[src/rtl/voice_mixer.sv]
// rtl/voice_mixer.sv - 24-voice sine mixer sharing one table, saturating signed 16-bit output
module voice_mixer #(
  parameter int NUM_VOICES = 24,
  parameter int OUT_SHIFT  = 3,
  parameter int ACC_W      = 21
) (
  input  logic                     clk_in,
  input  logic                     rst_in,
  input  logic                     sample_tick_in,
  input  logic [NUM_VOICES-1:0]    gate_in,
  input  logic [31:0]              phase_in [NUM_VOICES-1:0],
  output logic signed [15:0]       sample_out,
  output logic                     sample_valid_out,
  output logic [4:0]               active_count_out,
  output logic                     busy_out,
  output logic                     overrun_out
);

  typedef enum logic [1:0] {IDLE, ISSUE, DRAIN, OUTPUT} state_t;

  localparam logic [4:0]              LAST_VOICE = 5'(NUM_VOICES - 1);
  localparam logic signed [ACC_W-1:0] SAT_MAX    = ACC_W'(32767);
  localparam logic signed [ACC_W-1:0] SAT_MIN    = ACC_W'(-32768);

  state_t                    state_q;
  state_t                    state_d;
  logic                      load;
  logic                      issue;

  logic [7:0]                snap_index [NUM_VOICES-1:0];
  logic [NUM_VOICES-1:0]     snap_gate;
  logic [4:0]                voice_q;

  logic [7:0]                rom_addr_q;
  logic signed [15:0]        rom_data_q;
  logic                      gate_d1;
  logic                      gate_d2;
  logic                      last_d1;
  logic                      last_d2;

  logic signed [ACC_W-1:0]   acc_q;
  logic signed [ACC_W-1:0]   acc_shifted;
  logic signed [15:0]        mix_sat;
  logic [4:0]                gate_count;
  logic                      phase_low_unused;

  // First quadrant of round(32767*sin(2*pi*k/256)), k = 0..64
  function automatic logic [14:0] quarter_sine(input logic [6:0] k);
    logic [14:0] q;
    case (k)
      7'd0:  q = 15'd0;
      7'd1:  q = 15'd804;
      7'd2:  q = 15'd1608;
      7'd3:  q = 15'd2410;
      7'd4:  q = 15'd3212;
      7'd5:  q = 15'd4011;
      7'd6:  q = 15'd4808;
      7'd7:  q = 15'd5602;
      7'd8:  q = 15'd6393;
      7'd9:  q = 15'd7179;
      7'd10: q = 15'd7962;
      7'd11: q = 15'd8739;
      7'd12: q = 15'd9512;
      7'd13: q = 15'd10278;
      7'd14: q = 15'd11039;
      7'd15: q = 15'd11793;
      7'd16: q = 15'd12539;
      7'd17: q = 15'd13279;
      7'd18: q = 15'd14010;
      7'd19: q = 15'd14732;
      7'd20: q = 15'd15446;
      7'd21: q = 15'd16151;
      7'd22: q = 15'd16846;
      7'd23: q = 15'd17530;
      7'd24: q = 15'd18204;
      7'd25: q = 15'd18868;
      7'd26: q = 15'd19519;
      7'd27: q = 15'd20159;
      7'd28: q = 15'd20787;
      7'd29: q = 15'd21403;
      7'd30: q = 15'd22005;
      7'd31: q = 15'd22594;
      7'd32: q = 15'd23170;
      7'd33: q = 15'd23731;
      7'd34: q = 15'd24279;
      7'd35: q = 15'd24811;
      7'd36: q = 15'd25329;
      7'd37: q = 15'd25832;
      7'd38: q = 15'd26319;
      7'd39: q = 15'd26790;
      7'd40: q = 15'd27245;
      7'd41: q = 15'd27683;
      7'd42: q = 15'd28105;
      7'd43: q = 15'd28510;
      7'd44: q = 15'd28898;
      7'd45: q = 15'd29268;
      7'd46: q = 15'd29621;
      7'd47: q = 15'd29956;
      7'd48: q = 15'd30273;
      7'd49: q = 15'd30571;
      7'd50: q = 15'd30852;
      7'd51: q = 15'd31113;
      7'd52: q = 15'd31356;
      7'd53: q = 15'd31580;
      7'd54: q = 15'd31785;
      7'd55: q = 15'd31971;
      7'd56: q = 15'd32137;
      7'd57: q = 15'd32285;
      7'd58: q = 15'd32412;
      7'd59: q = 15'd32521;
      7'd60: q = 15'd32609;
      7'd61: q = 15'd32678;
      7'd62: q = 15'd32728;
      7'd63: q = 15'd32757;
      7'd64: q = 15'd32767;
      default: q = 15'd0;
    endcase
    return q;
  endfunction

  // Full 256-entry table folded onto the quarter wave: odd quadrants mirror, upper half negates
  function automatic logic signed [15:0] sine_lookup(input logic [7:0] idx);
    logic [6:0]         k;
    logic signed [15:0] mag;
    k   = idx[6] ? (7'd64 - {1'b0, idx[5:0]}) : {1'b0, idx[5:0]};
    mag = signed'({1'b0, quarter_sine(k)});
    return idx[7] ? -mag : mag;
  endfunction

  // Next-state and control strobes
  always_comb begin
    state_d = state_q;
    load    = 1'b0;
    issue   = 1'b0;
    case (state_q)
      IDLE: begin
        if (sample_tick_in) begin
          load    = 1'b1;
          state_d = ISSUE;
        end
      end
      ISSUE: begin
        issue = 1'b1;
        if (voice_q == LAST_VOICE) state_d = DRAIN;
      end
      DRAIN: begin
        if (last_d2) state_d = OUTPUT;
      end
      OUTPUT: state_d = IDLE;
      default: state_d = IDLE;
    endcase
  end

  // State register
  always_ff @(posedge clk_in) begin
    if (rst_in) state_q <= IDLE;
    else        state_q <= state_d;
  end

  // Snapshot of table indices and gates taken on an accepted tick
  always_ff @(posedge clk_in) begin
    if (load) begin
      snap_gate <= gate_in;
      for (int i = 0; i < NUM_VOICES; i++) snap_index[i] <= phase_in[i][31:24];
    end
  end

  // Voice counter walks 0..23 while issuing and rests at 0 otherwise
  always_ff @(posedge clk_in) begin
    if (rst_in)                            voice_q <= '0;
    else if (issue && voice_q != LAST_VOICE) voice_q <= voice_q + 5'd1;
    else                                   voice_q <= '0;
  end

  // Table read port: registered address then registered data
  always_ff @(posedge clk_in) begin
    rom_addr_q <= snap_index[voice_q];
    rom_data_q <= sine_lookup(rom_addr_q);
  end

  // Gate-qualify and last-voice markers travel alongside the table read
  always_ff @(posedge clk_in) begin
    if (rst_in) begin
      gate_d1 <= 1'b0;
      gate_d2 <= 1'b0;
      last_d1 <= 1'b0;
      last_d2 <= 1'b0;
    end else begin
      gate_d1 <= issue && snap_gate[voice_q];
      gate_d2 <= gate_d1;
      last_d1 <= issue && (voice_q == LAST_VOICE);
      last_d2 <= last_d1;
    end
  end

  // Accumulate gated voice samples, cleared at the start of each mix
  always_ff @(posedge clk_in) begin
    if (rst_in)       acc_q <= '0;
    else if (load)    acc_q <= '0;
    else if (gate_d2) acc_q <= acc_q + ACC_W'(rom_data_q);
  end

  assign acc_shifted = acc_q >>> OUT_SHIFT;

  // Clamp the scaled sum into the signed 16-bit range
  always_comb begin
    mix_sat = acc_shifted[15:0];
    if (acc_shifted > SAT_MAX)      mix_sat = 16'sh7FFF;
    else if (acc_shifted < SAT_MIN) mix_sat = 16'sh8000;
  end

  // Number of voices gated in the snapshot
  always_comb begin
    gate_count = '0;
    for (int i = 0; i < NUM_VOICES; i++) gate_count = gate_count + {4'd0, snap_gate[i]};
  end

  // Low phase bits only matter upstream; fold them into a sink
  always_comb begin
    phase_low_unused = 1'b0;
    for (int i = 0; i < NUM_VOICES; i++) phase_low_unused = phase_low_unused ^ (^phase_in[i][23:0]);
  end

  // Output registers: result and count load in the OUTPUT cycle and hold until the next one
  always_ff @(posedge clk_in) begin
    if (rst_in) begin
      sample_out       <= '0;
      sample_valid_out <= 1'b0;
      active_count_out <= '0;
      overrun_out      <= 1'b0;
    end else begin
      sample_valid_out <= (state_q == OUTPUT);
      if (state_q == OUTPUT) begin
        sample_out       <= mix_sat;
        active_count_out <= gate_count;
      end
      if (sample_tick_in && state_q != IDLE) overrun_out <= 1'b1;
    end
  end

  assign busy_out = (state_q != IDLE);

endmodule

[config.mk]
export PLATFORM = sky130hd
export DESIGN_NAME = voice_mixer
export DESIGN_NICKNAME = d
export VERILOG_FILES = /design/src/rtl/voice_mixer.sv
export SDC_FILE = /design/constraint.sdc
export NUM_CORES = 1
export LEC_CHECK = 0
export ABC_AREA = 1
export BUFFER_PORTS_ARGS = -buffer_cell sky130_fd_sc_hd__buf_2
export CELL_PAD_IN_SITES_DETAIL_PLACEMENT = 0
export CELL_PAD_IN_SITES_GLOBAL_PLACEMENT = 1
export CORE_AREA = 2 2 321 323
export CTS_BUF_LIST = sky130_fd_sc_hd__clkbuf_8
export DETAILED_ROUTE_END_ITERATION = 10
export DIE_AREA = 0 0 323 325
export PLACE_DENSITY_LB_ADDON = 0.1
export RECOVER_POWER = 100
export SYNTH_ARGS = -nofsm -noshare
export SYNTH_HDL_FRONTEND = slang
export SYNTH_SLANG_ARGS = --single-unit
[constraint.sdc]
create_clock -name clk_in -period 9.65 [get_ports clk_in]
set_input_delay 0.965 -clock clk_in [delete_from_list [all_inputs] [get_ports clk_in]]
set_output_delay 0.965 -clock clk_in [all_outputs]
set_load 0.005 [all_outputs]
Yosys cells after proc, flatten, opt, wreduce, memory -nomap -nowiden
Memories as Yosys holds them, arrays and structs flattened. A register that Yosys moved wholly into a read port is not among the register bits.
Index checks and enable logic that the tools add are counted.
{"block": "totals", "register_bits": 95, "mem_bits_rw": 192, "rom_bits": 1920, "input_bits": 795, "out_inout_bits": 24, "elab_cells": 79, "n_memories": 2}
{"name": "(no name shown)", "depth": 128, "word_bits": 15, "read_ports": 1, "rd_ports_with_merged_regs": 0, "wr": 0, "line_no": "50", "text": "case (k)"}
{"name": "snap_index", "depth": 24, "word_bits": 8, "read_ports": 1, "rd_ports_with_merged_regs": 1, "wr": 24, "line_no": "30", "text": "logic [7:0] snap_index [NUM_VOICES-1:0];"}
{"block": "classes", "addsub": 27, "order_cmp": 3, "eq_ne": 8, "n_mux": 15, "n_bitwise": 1, "n_reduce_logical": 9}
{"cell": "adder 5 x 1 -> 5 bit", "count": 19}
{"cell": "two-way mux 16 bit", "count": 2}
{"cell": "adder 21 x 16 -> 21 bit", "count": 1}
{"cell": "greater-than comparator 18 x 16 -> 1 bit, second input constant", "count": 1}
{"cell": "less-than comparator 18 x 16 -> 1 bit, second input constant", "count": 1}
{"cell": "negator 15 -> 16 bit", "count": 1}
{"cell": "two-way mux 15 bit", "count": 1}
{"cell": "one-hot mux 2 bit (4 select lines)", "count": 1}
{"cell": "two-way mux 7 bit", "count": 1}
{"cell": "subtractor 7 x 6 -> 7 bit, first input constant", "count": 1}
{"cell": "less-than comparator 5 x 6 -> 1 bit, second input constant", "count": 1}
{"cell": "two-way mux 1 bit", "count": 6}
{"cell": "two-way mux 2 bit", "count": 3}
{"cell": "!= test 2 bit, second input constant", "count": 3}
{"cell": "adder 4 x 1 -> 5 bit", "count": 1}
{"cell": "adder 5 x 1 -> 5 bit, second input constant", "count": 1}
{"cell": "binary-select mux 1 bit (select 5 bit)", "count": 1}
{"cell": "equality test 5 bit, second input constant", "count": 1}
{"cell": "!= test 5 bit, second input constant", "count": 1}
{"cell": "adder 3 x 1 -> 4 bit", "count": 1}
{"cell": "equality test 2 bit, second input constant", "count": 2}
{"cell": "logical AND 1 bit", "count": 4}
{"cell": "OR reduction 2 bit", "count": 2}
{"cell": "adder 2 x 1 -> 3 bit", "count": 1}
{"cell": "6 further kinds", "count": 6}

Longest topological paths before layout
Gate-level depths: netlist of the first run.
{"block": "logic_depth", "word_depth": 23, "ltp_mapped": 26}

Worst setup path after synthesis of the first run
Ideal clock, no wire load.
{"block": "synth_path", "path_kind": "input to register", "start": "in sample_tick_in", "end": "reg acc_q[10]", "setup_time_ps": 115, "arrival_ps": 6459, "t_required_ps": 9535, "setup_slack_ps": 3076, "stages": 8, "path_cell_list": "nand2_1 -> inv_1 -> nor2_1 -> clkinv_1 -> clkbuf_1 -> nor2_1 -> o21ai_0 -> inv_1"}
{"block": "synth_between", "elab_chain_len": 3}
{"element": "start: declaration", "line_no": "9", "text": "input logic sample_tick_in,"}
{"element": "two-way mux 1 bit", "line_no": "137", "text": "if (sample_tick_in) begin"}
{"element": "two-way mux 1 bit", "line_no": "135", "text": "case (state_q)"}
{"element": "via load", "line_no": "27", "text": "logic load;"}
{"element": "OR reduction 2 bit (no line)"}
{"element": "end signal: assignment", "line_no": "200", "text": "else if (gate_d2) acc_q <= acc_q + ACC_W'(rom_data_q);"}
{"element": "end: declaration", "line_no": "41", "text": "logic signed [ACC_W-1:0] acc_q;"}
The timed path passes the listed nets, and every way through them passes these cells.
A chain may end at the register's enable or synchronous reset.

Final worst setup path of the first run
{"block": "layout_path", "start": "reg rom_addr_q[0] (read register of snap_index)", "end": "reg rom_data_q[12]"}
{"block": "layout_between", "elab_chain_len": 5}
{"element": "start: declaration", "line_no": "34", "text": "logic [7:0] rom_addr_q;"}
{"element": "subtractor 7 x 6 -> 7 bit", "line_no": "125", "text": "k = idx[6] ? (7'd64 - {1'b0, idx[5:0]}) : {1'b0, idx[5:0]};"}
{"element": "two-way mux 7 bit *", "line_no": "125"}
{"element": "memory read (128 x 15 bit) *"}
{"element": "negator 15 -> 16 bit", "line_no": "127", "text": "return idx[7] ? -mag : mag;"}
{"element": "two-way mux 15 bit *", "line_no": "127"}
{"element": "end signal: assignment", "line_no": "178", "text": "rom_data_q <= sine_lookup(rom_addr_q);"}
{"element": "end: declaration", "line_no": "35", "text": "logic signed [15:0] rom_data_q;"}
Mark *: on every way between the ends. The rest lies on a longest branch, timed or not.

==> results of run 1 <==
-- flip-flops by register name (all words and copies together) (netlist names), 2 cells and up --
| name | flops |
|---|---|
| snap_index | 192 |
| rom_addr_q | 8 |
| active_count_out | 5 |
| snap_gate | 24 |
| sample_out | 16 |
| voice_q | 5 |
| state_q | 2 |
| acc_q | 21 |
| rom_data_q | 16 |
-- per-stage QoR --
stage	util	worst slack, ps	power [uW]	instances	hold WS (ps)
after CTS	0.181	5420	5980	3198	296
after global placement	0.170	5520	4700	3085	402
after detailed placement	0.170	5470	4670	3085	399
final	0.181	4720	5780	3217	389
after global routing	0.180	4110	6380	3200	312
after floorplan	-	3080	3820	1533	388
-- cells in the final DEF (no fill, tap or decap), drive strengths merged, types with 4 or more instances in the layout --
cell / netlist / final
nor2: 192 / 192
a31oi: 6 / 6
nand3b: 6 / 6
a21oi: 74 / 74
clkinv: 3 / 27
nor3: 5 / 5
o211ai: 8 / 8
o21ai: 186 / 186
nand3: 122 / 122
xor2: 13 / 13
dfxtp: 79 / 79
diode: 0 / 19
or2: 4 / 4
nand4: 5 / 5
fa: 18 / 18
o221ai: 15 / 15
edfxtp: 216 / 216
buf: 18 / 218
inv: 136 / 158
clkbuf: 54 / 103
ha: 43 / 43
xnor2: 8 / 8
o22ai: 35 / 35
nand2: 275 / 275
-- logic make-up after synthesis --
group | Yosys count
buf+inv | 211
compound gates | 333
simple gates | 612
xor+xnor | 21
fa+ha+maj | 61
flops | 295
-- routing by layer --
layer,wire length [um],GRT usage,vias to the layer above
li1,-,-,5804
met3,5560,0.0501,140
met4,1310,0.0298,64
met5,391,0,-
met2,25200,0.169,337
met1,27700,0.150,5486
-- cell type report --
class | instances | share of cell area
diodes | 19 | 0.00260
clock inverters | 48 | 0.0128
well taps | 1368 | 0.0934
repair buffers | 256 | 0.0687
multi-input cells | 1027 | 0.304
clock buffers | 65 | 0.0488
flip-flops and latches | 295 | 0.441
inverters | 139 | 0.0292
-- worst min-delay path by stage --
stage	from	endpoint	depth (start not counted)
floorplan	gate_d1	gate_d2	2
global placement	last_d1	last_d2	2
detailed placement	last_d1	last_d2	2
CTS	phase_in[121]	snap_index[3][1]	1
global route	phase_in[442]	snap_index[13][2]	1
finish	phase_in[442]	snap_index[13][2]	1
-- power by group through the flow --
stage,Sequential [uW],Clock [uW],Combinational (uW)
floorplan,1840,0,1990
global placement,1860,0,2840
detailed placement,1860,0,2810
CTS,1840,1320,2820
global route,1870,1370,3140
finish,1840,1240,2700
-- cells in the mapped netlist, types with 18 or more instances --
| master | count |
|---|---|
| o22ai_1 | 35 |
| nor2_1 | 185 |
| edfxtp_1 | 216 |
| o21ai_0 | 179 |
| nand2_1 | 257 |
| nand3_1 | 116 |
| fa_1 | 18 |
| inv_1 | 123 |
| dfxtp_1 | 79 |
| ha_1 | 43 |
| a21oi_1 | 74 |
| clkbuf_1 | 54 |
-- worst register-to-register path, stage by stage, from the launching register on --
cell and delay [ps]:
dfxtp_1 590, inv_1 250, ha_1 280, nand3_1 180, nand2_1 70, nand2_1 70, nand2_1 710, inv_1 950
nand3_1 180, nand2_1 100, nand2_1 50, nand3_1 150, nand2_1 70, inv_1 80, ha_1 180, nand2_1 60
inv_1 50, nand2_1 80, nor2_1 280, nand3_1 160, nand2_1 90, nand2_1 60, nand2_1 60, inv_1 40
==> flow_metrics.tcl, run 1 <==
set metrics [dict create \
    syn_nets 2389 \
    min_period_ps 4930 \
    place.gp.congestion 0.773 \
    p_sw_frac 0.450 \
    cts_tree "done" \
    tightestPinTransition_ps 3340 \
    p_comb_frac 0.467 \
    crit_path_cell_trace "inv_1 -> ha_1 -> nand3_1 -> nand2_1 -> nand2_1 -> nand2_1 -> inv_1 -> nand3_1 -> nand2_1 -> nand2_1 -> nand3_1 -> nand2_1 -> inv_1 -> ha_1 -> nand2_1 -> inv_1 -> nand2_1 -> nor2_1 -> nand3_1 -> nand2_1 -> nand2_1 -> nand2_1 -> inv_1" \
    clockPowerShare 0.215 \
    cts_resized 0 \
    grtUsageTotal 0.114 \
    grt_pass1_wl_um 87100 \
    grt_overflow 0 \
    htree_levels 2 \
    synth_top_area_share 0.447 \
    synth-simple-area-share 0.184 \
    fp.dieArea_um2 105000 \
    setup_violations 0 \
    irDropWorstVdd_v 0.000194 \
    synthXorXnorAreaFrac 0.0127 \
    crit_top_cell "nand2_1" \
    die_w_um 323 \
    startpoint "rom_addr_q[0]" \
    grt_antenna_before_repair 53 \
    violations "max-capacitance violations, max-slew violations" \
    ant_nets 0 \
    async_flop_share 0 \
    cp_max_fo 30 \
    clock_latency_ps 750 \
    startpoint_type "flop" \
    post_cts_buffers 0 \
    synth_area_um2 14500 \
    ios 819 \
    multiInputGateArea_um2 5560 \
    cts_buffer_depth 3 \
    rr_endpoint "rom_data_q[12]" \
    max_freq_mhz 203 \
    rrSetupSlack_ps 4720 \
    vias 11800 \
    post-route-period-util 0.511 \
    crit_type "reg2reg" \
    drcViolationCount 0 \
    cpMaxStageDelayCell "inv_1" \
    critPathBufInv 5 \
    synthMuxAreaShare 0 \
    syn2layout_area_growth_pct 26.1 \
    hold_viol 0 \
    skew_ps 59.9 \
    synthAdderAreaFrac 0.0618 \
    grt_pass1_vias 12500 \
    power.leakage_uw 0.00742 \
    clkTransAtPathRegs_ps 60 \
    area.sequential_um2 8070 \
    slowest_delay_ps 920 \
    yosys-top-cells-area "edfxtp_1 45%, dfxtp_1 11%, nand2_1 6.6%" \
    r2r_cells 23 \
    stdcell_area_um2 18300 \
    nets 2635 \
    fillers 11500 \
    hold_path_class "in2reg" \
    powerDensity_nw_per_um2 316 \
    clockRootBuffer "clkbuf_8" \
    ys_seq_area_frac 0.555 \
    initial_core_util 0.143 \
    critPathCapture "rom_data_q[12]" \
    synthesis.instances 1533 \
    ys_types 48 \
    rows 117 \
    cp_num_cells 23 \
    routed_via_density 3.68 \
    drt_iter0_drc 608 \
    die_h_um 325 \
    power_switching_uw 2600 \
    finalWirelength_um 60100 \
    maxCapViolations 3 \
    hpwl_um 44200 \
    postCtsHoldBufs 0 \
    arrival_ps 5530 \
    finalMaxSlewViolations 171 \
    cts.sinks 295 \
    outcome "complete, but fails checks" \
    firstDrtPassIters 5 \
    cts_buffers 60 \
    p_int_uw 3180 \
    drive_gt1_frac 0.185 \
    wl_per_cell_um 18.7 \
    place_area_um2 17200 \
    synth_compound_gate_area_share 0.126 \
    io_buffers 242 \
    synth-seq-cells 295 \
    yosysTopAreaCell "edfxtp_1" \
    setup_tns_ps 0 \
    grt_max_degree 101 \
    synth_edf_count 216 \
    slew_headroom -1.23 \
    worstReg2RegStart "rom_addr_q[0]" \
    crit_path_end_kind "flop" \
    rsz0062_at_grt "false" \
    core_area_um2 101000 \
    crit_family "simple AND/OR/NAND/NOR gates" \
    synth_top_family_by_area "simple AND/OR/NAND/NOR gates" \
    synth_ff_type "edfxtp_1" \
    seq_power_share 0.318 \
    yosysWarningCount 0 \
    crit_required_ps 10250 \
    avgSynthCellArea_um2 9.48 \
]
No activity file was read; power rests on OpenSTA's default activity.
==> run 2: changes to the inputs <==
- clock period: 9.65 -> 4.8 ns (I/O delays scaled with it)
==> run 2 against run 1 <==
Against the previous run: the flow still finishes with violations (max-capacitance violations, max-slew violations); register-to-register slack lost 4100 ps; final cell count grew 7.2%; count of clock-buffer cells in the layout grew 10; total power grew 110%; maximum frequency grew 17%; die area is the same; global-route usage grew 0.34 points; clock power grew 130%; sequential share of layout area shrank 5.1 points; largest cell class unchanged.
==> flow_metrics.tcl, run 2 (synthesis results as in run 1) <==
set metrics [dict create \
    whs_path_depth 3 \
    reg_top3 "snap_index: 192 flops, snap_gate: 24 flops, acc_q: 21 flops" \
    min_period_ps 4200 \
    startpoint_type "flop" \
    drcViolationCount 0 \
    setup_tns_ps 0 \
    grt_max_degree 164 \
    crit_path_end_kind "flop" \
    violations "max-capacitance violations, max-slew violations" \
    mostFrequentLayoutCell "nand2_1" \
    syn2layout_area_growth_pct 42.6 \
    drt-met1-wl_um 30500 \
    setup_violations 0 \
    skew_ps 55.0 \
    grt_pass1_vias 13600 \
    grtUsageTotal 0.118 \
    hold_path_class "in2reg" \
    nets 2863 \
    cp_max_fo 108 \
    place.gp.congestion 0.747 \
    drt_iter0_drc 651 \
    clkTransAtPathRegs_ps 60 \
    clock_latency_ps 670 \
    post-route-period-util 0.876 \
    fillers 11400 \
    arrival_ps 4800 \
    max_freq_mhz 238 \
    r2r_cells 5 \
    die_h_um 325 \
    largest-register "snap_index" \
    dr_wl_met2_um 25600 \
    clockRootBuffer "clkbuf_8" \
    cts.sinks 295 \
    routed_via_density 3.70 \
    wl_met3_um 3680 \
    slowest_delay_ps 1930 \
    largest_reg_flops 192 \
    final_cell_mix "258 x nand2_1, 216 x edfxtp_1, 215 x dlygate4sd3_1, 196 x buf_2, 186 x nor2_1" \
    grt_overflow 0 \
    maxCapViolations 3 \
    die_w_um 323 \
    cts_tree "done" \
    htree_levels 3 \
    irDropWorstVdd_v 0.000321 \
    finalMaxSlewViolations 307 \
    instances_no_fill 3448 \
    wl_per_cell_um 17.9 \
    core_area_um2 101000 \
    rsz0062_at_grt "false" \
    grt_pass1_wl_um 90300 \
    post_cts_buffers 0 \
    crit_type "reg2reg" \
    outcome "complete, but fails checks" \
    tightestPinTransition_ps 2700 \
    hold_viol 0 \
    drive_gt1_frac 0.173 \
    io_buffers 242 \
    slew_headroom -0.798 \
    hpwl_um 44500 \
    topRoutingLayerUsed "met5" \
    powerDensity_nw_per_um2 590 \
    finalWirelength_um 61600 \
    cts_buffer_depth 3 \
    critPathBufInv 1 \
    power.leakage_uw 0.00842 \
    cp_num_cells 5 \
    cts_buffers 66 \
    crit_top_cell "o21ai_0" \
    rows 117 \
    cpMaxStageDelayCell "clkbuf_2" \
    firstDrtPassIters 5 \
    p_total_uw 12200 \
    crit_path_cell_trace "clkbuf_2 -> o21ai_0 -> o221ai_1 -> nand3_1 -> o21ai_0" \
    vias 12700 \
    crit_required_ps 5390 \
    ant_nets 0 \
    crit_family "buffers and inverters" \
    dp.cells 3092 \
    fp.dieArea_um2 105000 \
    initial_core_util 0.143 \
    grt_antenna_before_repair 36 \
    ios 819 \
]
[run 2: area by class of cell]
type	count	area, um^2	area share
sequential	295	8070	0.390
clock inverter	42	255	0.0123
tap	1368	1710	0.0827
antenna	24	60.1	0.00290
timing repair buffer	478	3470	0.168
inverter	139	529	0.0256
clock buffer	75	1030	0.0499
multi-input combinational	1027	5580	0.269
[run 2: routing by layer]
metal  GRT usage  up-vias
li1            -     6281
met1       0.162     5977
met2       0.174      355
met3      0.0350      102
met4      0.0384       28
met5           0        -
[run 2: tightest hold or removal path, stage by stage]
cell,delay [ps]
buf_2,150
a21oi_1,80
nor2_1,80
[run 2: repair_timing]
action / 4_1_cts / 5_1_grt
endpoints found under the hold margin: 215 / 0
resized for setup: 0 / 0
setup endpoints to repair: 0 / 0
hold buffers: 215 / 0
[run 2: final timing paths]
check                      start       endpoint  slack [ps]
hold reg to reg          last_d1        last_d2         410
setup / recovery      voice_q[0]  rom_addr_q[0]         600
hold / removal    sample_tick_in    overrun_out         170
setup reg to reg      voice_q[0]  rom_addr_q[0]         600
[run 2: report_power, final]
group / leakage [uW] / internal, uW / switching, uW
Clock: 0.000758 / 1540 / 1280
Combinational: 0.00498 / 1840 / 3860
Sequential: 0.00269 / 3440 / 264
[run 2: per-stage QoR]
stage,setup slack [ps],cell area [um^2],util,hold WS [ps]
finish,595,20700,0.204,170
global route,221,20700,0.204,117
CTS,610,20800,0.205,67.7
detailed placement,666,17300,0.171,406
global placement,667,17300,0.171,403
floorplan,0.878,14500,-,388
==> run 3: changes to the inputs <==
- ABC_AREA: 1 -> default
- CORE_AREA: 2 2 321 323 -> 2 2 317 319
- DIE_AREA: 0 0 323 325 -> 0 0 319 321
==> run 3 against run 2 <==
Against the previous run: largest power group unchanged; clock skew decreased by 8.8 ps; the flow still finishes with violations (max-capacitance violations, max-slew violations); synthesized area up 0.55%; die area shrank 2.5%; final cell count shrank 13%; largest cell class unchanged; combinational power grew 4.6%; clock power shrank 2%; sequential share of layout area shrank 0.58 points.
==> flow_metrics.tcl, run 3 <==
set metrics [dict create \
    stdcell_area_um2 21000 \
    slew_headroom -1.10 \
    largest_reg_flops 192 \
    rsz0062_at_grt "false" \
    cts_buffers 66 \
    synth_top_area_share 0.444 \
    drive_gt1_frac 0.250 \
    firstDrtPassIters 5 \
    synth-seq-cells 295 \
    final_cell_mix "216 x edfxtp_1, 215 x dlygate4sd3_1, 199 x buf_2, 85 x inv_1, 84 x nor2_1" \
    maxCapViolations 2 \
    hold_viol 0 \
    htree_levels 3 \
    arrival_ps 4840 \
    syn_nets 1992 \
    die_w_um 319 \
    grtUsageTotal 0.106 \
    dp.cells 2661 \
    startpoint_type "flop" \
    yosys-top-cells-area "edfxtp_1 44%, dfxtp_1 11%, mux4_2 9.9%" \
    grt_pass1_wl_um 80100 \
    yosysTopAreaCell "edfxtp_1" \
    finalWirelength_um 54200 \
    place_area_um2 17600 \
    ys_seq_area_frac 0.552 \
    post-route-period-util 0.886 \
    synth_edf_count 216 \
    crit_path_cell_trace "inv_1 -> ha_1 -> and2b_1 -> xnor2_2 -> inv_1 -> nor2_1 -> o41ai_1 -> a2bb2oi_1 -> nand4b_1 -> o41ai_2 -> xor2_1" \
    yosysMostFrequentCell "edfxtp_1" \
    synth_area_um2 14600 \
    synthesis.instances 1136 \
    cts_buffer_depth 3 \
    cts.sinks 295 \
    drt_iter0_drc 630 \
    setup_violations 0 \
    instances_no_fill 3012 \
    initial_core_util 0.147 \
    grt_pass1_vias 12200 \
    skew_ps 46.2 \
    syn2layout_area_growth_pct 43.9 \
    place.gp.congestion 0.769 \
    cp_max_fo 17 \
    slowest_delay_ps 630 \
    outcome "complete, but fails checks" \
    yosys-top-cells-count "216 x edfxtp_1, 83 x nor2_1, 79 x dfxtp_1" \
    vias 11300 \
    yosysWarningCount 0 \
    die_h_um 321 \
    cpMaxStageDelayCell "o41ai_1" \
    crit_path_end_kind "flop" \
    mostFrequentLayoutCell "edfxtp_1" \
    crit_required_ps 5390 \
    violations "max-capacitance violations, max-slew violations" \
    ant_nets 0 \
    area.sequential_um2 8070 \
    synth_ff_type "edfxtp_1" \
    grt_overflow 0 \
    multiInputGateArea_um2 6010 \
    finalMaxSlewViolations 102 \
    irDropWorstVdd_v 0.000284 \
    crit_type "reg2reg" \
    setup_tns_ps 0 \
    powerDensity_nw_per_um2 594 \
    clock_latency_ps 680 \
    fillers 10900 \
    hpwl_um 39900 \
    reg_top3 "snap_index: 192 flops, snap_gate: 24 flops, acc_q: 21 flops" \
    routed_via_density 3.74 \
    min_period_ps 4250 \
    wl_per_cell_um 18.0 \
    ios 819 \
    ys_types 82 \
    tightestPinTransition_ps 3140 \
    cts_resized 0 \
    clockRootBuffer "clkbuf_8" \
    clkTransAtPathRegs_ps 50 \
    core_area_um2 99300 \
    grt_max_degree 73 \
    drcViolationCount 0 \
    hold_path_class "in2reg" \
    io_buffers 242 \
    crit_top_cell "inv_1" \
    max_freq_mhz 235 \
    cts_tree "done" \
    nets 2502 \
    avgSynthCellArea_um2 12.9 \
    fp.dieArea_um2 102000 \
    grt_antenna_before_repair 28 \
    rows 116 \
    power.leakage_uw 0.00777 \
    async_flop_share 0 \
    largest-register "snap_index" \
]
-- run 3: report_power, final --
part	internal (uW)	switching, uW
Combinational	2510	3450
Clock	1470	1290
Sequential	3440	317
Total	7420	5060
-- run 3: cell families (layout without fill, tap and decap cells) --
kind of cell	Yosys count	after routing	synth area share
xor+xnor	31	31	0.0191
simple gates	260	260	0.0909
mux	100	100	0.123
compound gates	253	253	0.116
buf+inv	135	694	0.0362
fa+ha+maj	62	62	0.0622
other cells	0	19	0
flops	295	295	0.552
-- run 3: what timing repair did --
action / 4_1_cts / 5_1_grt
buffers inserted: 0 / 0
hold buffers: 215 / 0
hold endpoints to repair: 215 / 0
endpoints found under the setup margin: 0 / 0
-- run 3: layer usage --
| metal | vias to the layer above | wire [um] | global-route usage |
|---|---|---|---|
| li1 | 5384 | - | - |
| met5 | - | 149 | 0 |
| met1 | 5399 | 25200 | 0.137 |
| met2 | 350 | 22900 | 0.157 |
| met3 | 116 | 4510 | 0.0446 |
| met4 | 24 | 1450 | 0.0361 |
-- run 3: final timing paths --
path,start,to,slack [ps],depth (start not counted)
setup / recovery,rom_addr_q[1],rom_data_q[14],550,11
hold / removal,phase_in[537],snap_index[16][1],190,1
setup reg to reg,rom_addr_q[1],rom_data_q[14],550,11
hold reg to reg,last_d1,last_d2,450,1
-- run 3: metrics by stage --
step           hold WS, ps  worst slack, ps  utilization  power [uW]
4_1_cts               31.2              578        0.212       12900
2_1_floorplan          414              396            -        7620
5_1_grt                172              205        0.212       13600
3_5_place_dp           444              574        0.178        9800
3_3_place_gp           432              567        0.178        9870
6_report               188              549        0.212       12500
-- run 3: cell type report --
| cell class | count | share of cell area |
|---|---|---|
| Clock buffer | 69 | 0.0452 |
| Sequential cell | 295 | 0.384 |
| Timing Repair Buffer | 514 | 0.179 |
| Clock inverter | 48 | 0.0152 |
| Multi-Input combinational cell | 706 | 0.286 |
| Inverter | 63 | 0.0112 |
| Antenna cell | 19 | 0.00226 |
| Tap cell | 1298 | 0.0773 |
-- run 3: critical path, delay by kind of cell, from the launching register on --
| family | cells | cell delay, ps |
|---|---|---|
| adder cells (fa/ha/maj) | 1 | 360 |
| flip-flops | 1 | 560 |
| XOR/XNOR | 2 | 290 |
| AND/OR/NAND/NOR | 3 | 860 |
| AO/OA/AOI/OAI | 3 | 1350 |
| buffers and inverters | 2 | 750 |
